[config.mk]
export PLATFORM = sky130hd
export DESIGN_NAME = pipe_hazard_ctrl
export DESIGN_NICKNAME = d
export VERILOG_FILES = /design/src/rtl/pipe_hazard_ctrl.sv
export SDC_FILE = /design/constraint.sdc
export NUM_CORES = 1
export LEC_CHECK = 0
export CORE_MARGIN = 2
export CORE_UTILIZATION = 42
export CTS_BUF_LIST = sky130_fd_sc_hd__clkbuf_16
export DETAILED_ROUTE_END_ITERATION = 8
export PLACE_DENSITY = 0.88
export SETUP_SLACK_MARGIN = 0.05
export SLEW_MARGIN = 10
export SYNTH_ARGS = -nofsm -noshare
export SYNTH_HDL_FRONTEND = slang
export SYNTH_SLANG_ARGS = --single-unit
export TNS_END_PERCENT = 100
[constraint.sdc]
create_clock -name clk -period 2.8 [get_ports clk]
set_input_delay 0.7 -clock clk [delete_from_list [all_inputs] [get_ports clk]]
set_output_delay 0.7 -clock clk [all_outputs]
set_load 0.01 [all_outputs]
[src/rtl/pipe_hazard_ctrl.sv]
`default_nettype none
//------------------------------------------------------------------------------
// Module   : pipe_hazard_ctrl
// Purpose  : Central stall/flush controller for a 5-stage pipeline. It drives
//            the enable/clear of every pipeline register and the PC enable. It
//            detects load-use hazards and taken branches/jumps resolved in EX.
//            It also sequences multi-cycle data-memory accesses through a
//            req/ready handshake, with a wait FSM and a timeout.
// Ports    : clk, rst (async, active-high)
//            ID_rs1/ID_rs2/ID_use_rs2     - operands of the instruction in ID
//            EX_rd/EX_MemRead/EX_take     - instruction in EX (load, redirect)
//            MEM_MemRead/MEM_MemWrite     - access in MEM
//            dmem_ready / dmem_req        - data-memory handshake
//            PC_en, <stage>_en/<stage>_clear - pipeline register controls
//            err                          - sticky memory-timeout error
//            stall_cnt/flush_cnt          - perf counters (PIPE_HAZARD_PERF_EN)
// Options  : `define PIPE_HAZARD_PERF_EN adds saturating stall/flush counters.
// Revision : 1.0 - initial release
//------------------------------------------------------------------------------
module pipe_hazard_ctrl #(
  parameter int TIMEOUT = 16,
  parameter int CNT_W   = 32
) (
  input  logic             clk,
  input  logic             rst,
  input  logic [4:0]       ID_rs1,
  input  logic [4:0]       ID_rs2,
  input  logic             ID_use_rs2,
  input  logic [4:0]       EX_rd,
  input  logic             EX_MemRead,
  input  logic             EX_take,
  input  logic             MEM_MemRead,
  input  logic             MEM_MemWrite,
  input  logic             dmem_ready,
  output logic             dmem_req,
  output logic             PC_en,
  output logic             IF_ID_en,
  output logic             IF_ID_clear,
  output logic             ID_EX_en,
  output logic             ID_EX_clear,
  output logic             EX_MEM_en,
  output logic             EX_MEM_clear,
  output logic             MEM_WB_en,
  output logic             MEM_WB_clear,
`ifdef PIPE_HAZARD_PERF_EN
  output logic [CNT_W-1:0] stall_cnt,
  output logic [CNT_W-1:0] flush_cnt,
`endif
  output logic             err
);

  localparam logic [1:0] RUN  = 2'd0;
  localparam logic [1:0] WAIT = 2'd1;
  localparam logic [1:0] ERR  = 2'd2;

  // The wait counter only has to reach TIMEOUT; it saturates if TIMEOUT is 0.
  localparam int              WCNT_W    = (TIMEOUT < 2) ? 1 : $clog2(TIMEOUT + 1);
  localparam logic [WCNT_W-1:0] C_TMO_CNT = WCNT_W'(TIMEOUT);
  localparam logic [WCNT_W-1:0] C_WCNT_MAX = '1;

  logic [1:0]        r_state, w_state_nxt;
  logic [WCNT_W-1:0] r_wait_cnt, w_wait_cnt_nxt;
  logic              r_err, w_err_nxt;
  logic              w_mem, w_load_use, w_hold, w_flush;

  assign w_mem      = MEM_MemRead | MEM_MemWrite;
  assign w_load_use = EX_MemRead && (EX_rd != 5'd0) &&
                      ((EX_rd == ID_rs1) || (ID_use_rs2 && (EX_rd == ID_rs2)));

  // In WAIT the access is already outstanding, so only ready releases it.
  assign w_hold = (r_state == WAIT) ? !dmem_ready
                                    : ((r_state == RUN) && w_mem && !dmem_ready);

  always_comb begin
    dmem_req       = 1'b0;
    PC_en          = 1'b1;
    IF_ID_en       = 1'b1;
    IF_ID_clear    = 1'b0;
    ID_EX_en       = 1'b1;
    ID_EX_clear    = 1'b0;
    EX_MEM_en      = 1'b1;
    EX_MEM_clear   = 1'b0;
    MEM_WB_en      = 1'b1;
    MEM_WB_clear   = 1'b0;
    w_flush        = 1'b0;
    w_state_nxt    = r_state;
    w_wait_cnt_nxt = r_wait_cnt;
    w_err_nxt      = r_err;

    if (rst) begin
      // Async reset gating: drop the request and clear every stage at once.
      PC_en        = 1'b0;
      IF_ID_en     = 1'b0;
      ID_EX_en     = 1'b0;
      EX_MEM_en    = 1'b0;
      MEM_WB_en    = 1'b0;
      IF_ID_clear  = 1'b1;
      ID_EX_clear  = 1'b1;
      EX_MEM_clear = 1'b1;
      MEM_WB_clear = 1'b1;
    end else begin
      case (r_state)
        RUN, WAIT: begin
          dmem_req = w_mem;
          if (w_hold) begin
            // Freeze everything up to EX/MEM; WB receives a bubble. A taken
            // branch in EX stays latched in the frozen registers meanwhile.
            PC_en        = 1'b0;
            IF_ID_en     = 1'b0;
            ID_EX_en     = 1'b0;
            EX_MEM_en    = 1'b0;
            MEM_WB_clear = 1'b1;
            if (r_state == RUN) begin
              w_state_nxt    = WAIT;
              w_wait_cnt_nxt = {{(WCNT_W-1){1'b0}}, 1'b1};
            end else if ((TIMEOUT != 0) && (r_wait_cnt == C_TMO_CNT)) begin
              w_state_nxt = ERR;
              w_err_nxt   = 1'b1;
            end else if (r_wait_cnt != C_WCNT_MAX) begin
              w_wait_cnt_nxt = r_wait_cnt + 1'b1;
            end
          end else begin
            w_state_nxt    = RUN;
            w_wait_cnt_nxt = '0;
            if (EX_take) begin
              // The load-use victim in ID is squashed, so no stall is needed.
              w_flush     = 1'b1;
              IF_ID_clear = 1'b1;
              ID_EX_clear = 1'b1;
            end else if (w_load_use) begin
              PC_en       = 1'b0;
              IF_ID_en    = 1'b0;
              ID_EX_clear = 1'b1;
            end
          end
        end
        default: begin
          // ERR (and any illegal encoding): pipeline frozen until reset.
          PC_en     = 1'b0;
          IF_ID_en  = 1'b0;
          ID_EX_en  = 1'b0;
          EX_MEM_en = 1'b0;
          MEM_WB_en = 1'b0;
          w_state_nxt = ERR;
          w_err_nxt   = 1'b1;
        end
      endcase
    end
  end

  always_ff @(posedge clk or posedge rst) begin
    if (rst) begin
      r_state    <= RUN;
      r_wait_cnt <= '0;
      r_err      <= 1'b0;
    end else begin
      r_state    <= w_state_nxt;
      r_wait_cnt <= w_wait_cnt_nxt;
      r_err      <= w_err_nxt;
    end
  end

  assign err = r_err;

`ifdef PIPE_HAZARD_PERF_EN
  always_ff @(posedge clk or posedge rst) begin
    if (rst) begin
      stall_cnt <= '0;
      flush_cnt <= '0;
    end else begin
      if (!PC_en && (r_state != ERR) && (stall_cnt != {CNT_W{1'b1}}))
        stall_cnt <= stall_cnt + 1'b1;
      if (w_flush && (flush_cnt != {CNT_W{1'b1}}))
        flush_cnt <= flush_cnt + 1'b1;
    end
  end
`endif

endmodule
`default_nettype wire
==> run metrics, run 1 <==
worst-path cell chain dlygate4sd2_1 -> xor2_1 -> nor4_4 -> a32oi_2 -> buf_4 -> o41ai_2 -> buf_2; sw frac 26.19%; Port Buffers 33; Yosys top cell area share 29.25%; cts hold-fix bufs 0; syn avg cell area 8.888 um2; RSZ-0062 raised after global routing true; Yosys warning count 0; final core utilization 81.53%; Setup Viol. Count Final 0; initial core utilization about 45%; crit path kind input port to primary output; initial antenna violation count 0; Yosys top cell by area dfrtp_1; ANT cells 0; sequential share of the synthesized area 29.25%; H-tree levels 1; detailed-route wire length per cell 15.51 um; final wirelength 2.125 mm; CP max stage cell o41ai_2; pin count of the biggest net entering global routing 13; global route hottest layer met2; Leak Pwr 0.6189 nW; sequential share of power approximately 26%; most frequent cells in the layout buf_4, clkdlybuf4s50_1, dfrtp_1, dlygate4sd2_1; CP endpoint kind primary output; FF/Latch Area 200.2 um2; post-route setup TNS 0 ps; Residual DRC 0; Synth cell types 35; drt first pass iters 4; share of cells above drive strength 1 36.36%; CTS tree yes; Clock Path Buffers 2; status finished, final reports clean; Worst Max-Slew Pin Slew 452.8 ps; commonest non-fill, non-tap cell in the layout buf_4; Worst Clk Skew 3.358 ps; GR Overflow Total 0; DPL Wire Length 1.448 mm; Final Hold Viols 0; CP top delay family buffers and inverters; clk slew on worst S/H paths 40 ps; Die Y between 40 and 50 um; Net Count, Synth 103; num ports 34; crit path launch type input port; area of the multi-input gates 530.5 um2; r2r setup slk 1110 ps; detailed-route via count 743; fmax between 300 and 400 MHz; vias in the first global route between 700 and 800; Buf/Inv on CP 3; Core ar. 0.001524 mm2; clock insertion delay at the later pin of the skew report roughly 230 ps; Synth area leaders dfrtp_1, xor2_1, ha_1, nor3_1, buf_4; Clock Sinks 8; cts bufs inserted 3; Clk network pwr share 46.6%; fin. max-slew vios 0; Worst Hold Class flop to flop; Max Cap Viol 0; gpl congestion about 0.86; Max rail drop VDD 0.0003006 V; Rows 14; Nets 149; Combinational Power Share around 28%; Via density between 5 and 6; Final WS setup 11.68 ps; # fillers 98; clk root buf clkbuf_16; Area Growth Syn to Fin 81.54%; power per cell area 417.8 mW/mm2; GR Layer Usage met2 a little over two fifths; fin crit period 2788 ps; Mapped Cells 77; worst stage delay on the critical path 280 ps; Internal Power ~380 uW; met1 GRT Util 24.11%; worst path arrival time 2090 ps; Die W 44.37 um; GRT Total Usage 22.48%; M3 GR Usage under 10%; Cell Area, Synth 684.4 um2; CP max FO 2; Period Utilization, post-route between 90% and 100%; worst setup slack after placement -647.3 ps; CP required 2100 ps; switching power 135.9 uW; die area around 0.002 mm2; first-pass GRT wire length about 3.1 mm; drt initial violations 20; antenna-violating nets left 0; FF+latch count, synth 8; max_slew headroom 69.81%
[kinds of logic (layout without fill, tap and decap cells)]
group,Yosys count,count (layout),synth area share (%)
muxes,3,3,4.570
adders and majority gates,3,3,5.485
xor gates and xnor gates,10,10,12.80
and+or+nand+nor,26,26,20.84
AOI/OAI and AO/OA,17,17,19.56
DFF,8,8,29.25
buffers and inverters,10,54,7.496
[cells in the mapped netlist]
master,n
o311ai_0,1
buf_2,2
a21boi_0,1
xnor2_1,1
or4_1,1
or2_2,1
a32oi_1,1
o41ai_2,1
o31ai_1,1
xor2_1,9
o21ba_2,1
o21bai_1,1
a21oi_1,3
o2bb2ai_1,1
nand3b_1,1
nand2b_1,1
nand3_1,1
nand4_1,1
o21ai_1,1
mux2i_1,2
buf_4,3
o31a_1,1
a21o_1,2
nor2_1,6
o21ai_0,1
inv_1,5
and3_1,2
nand4bb_1,1
nor4_2,1
nand2_1,4
nor3_1,6
ha_1,3
a21bo_2,1
dfrtp_1,8
mux2_2,1
[registers in the layout, indices dropped and copies added (netlist names)]
signal	count
err	1
r_wait_cnt	5
r_state	2
[final cells by class]
class	instances	share of cell area [%]
inverters	5	1.511
multi-input cells	59	42.70
repair buffers	46	32.02
clock buffers	3	6.042
well taps	16	1.611
flip-flops and latches	8	16.11
[stage by stage]
stage | power (mW) | std cells | hold slack [ps] | area [um2]
global route | 0.5397 | 137 | 539.7 | 1242
global placement | 0.2575 | 129 | 467.3 | 1062
CTS | 0.5103 | 136 | 480.6 | 1184
floorplan | 0.1897 | 77 | 489.8 | 684.4
detailed placement | 0.2616 | 129 | 461.3 | 1062
finish | 0.5191 | 137 | 497.0 | 1242
[path summary, 6_finish.rpt]
| check | from | end | depth (start not counted) |
|---|---|---|---|
| setup / recovery | ID_rs2[0] | ID_EX_clear | 7 |
| hold / removal | err | err | 1 |
| setup reg to reg | r_wait_cnt[0] | r_wait_cnt[4] | 7 |
| hold reg to reg | err | err | 1 |
| max in group asynchronous | rst | r_wait_cnt[4] | 3 |
| min in group asynchronous | rst | r_state[0] | 3 |
[power groups by stage]
| stage | registers (mW) | clock network (mW) | logic [mW] |
|---|---|---|---|
| 2_1_floorplan | 0.131 | 0 | 0.0591 |
| 3_3_place_gp | 0.132 | 0 | 0.125 |
| 3_5_place_dp | 0.133 | 0 | 0.129 |
| 4_1_cts | 0.133 | 0.244 | 0.133 |
| 5_1_grt | 0.134 | 0.250 | 0.155 |
| 6_report | 0.134 | 0.242 | 0.143 |
[layer usage]
layer  vias up  part of all wire, %
met1       350                   36
met4         0                  3.3
met5         -                    0
li1        355                    -
met2        30                   56
met3         8                  5.0
[timing repair]
item | in CTS | in global routing
endpoints found under the setup margin | 7 | 4
endpoints found under the hold margin | 0 | 0
resized for setup | 46 | 26
setup buffers | 4 | 1
pin swaps | 13 | 9
Power figures use the tool's default switching activity.
==> run 2, diff against run 1 <==
--- a/config.mk
+++ b/config.mk
@@ -11,7 +11,7 @@
 export DETAILED_ROUTE_END_ITERATION = 8
 export PLACE_DENSITY = 0.88
 export SETUP_SLACK_MARGIN = 0.05
-export SLEW_MARGIN = 10
+export SLEW_MARGIN = 20
 export SYNTH_ARGS = -nofsm -noshare
 export SYNTH_HDL_FRONTEND = slang
 export SYNTH_SLANG_ARGS = --single-unit
==> results of run 2 <==
Same layout as run 1: the final DEF is identical, and so are final timing and power.
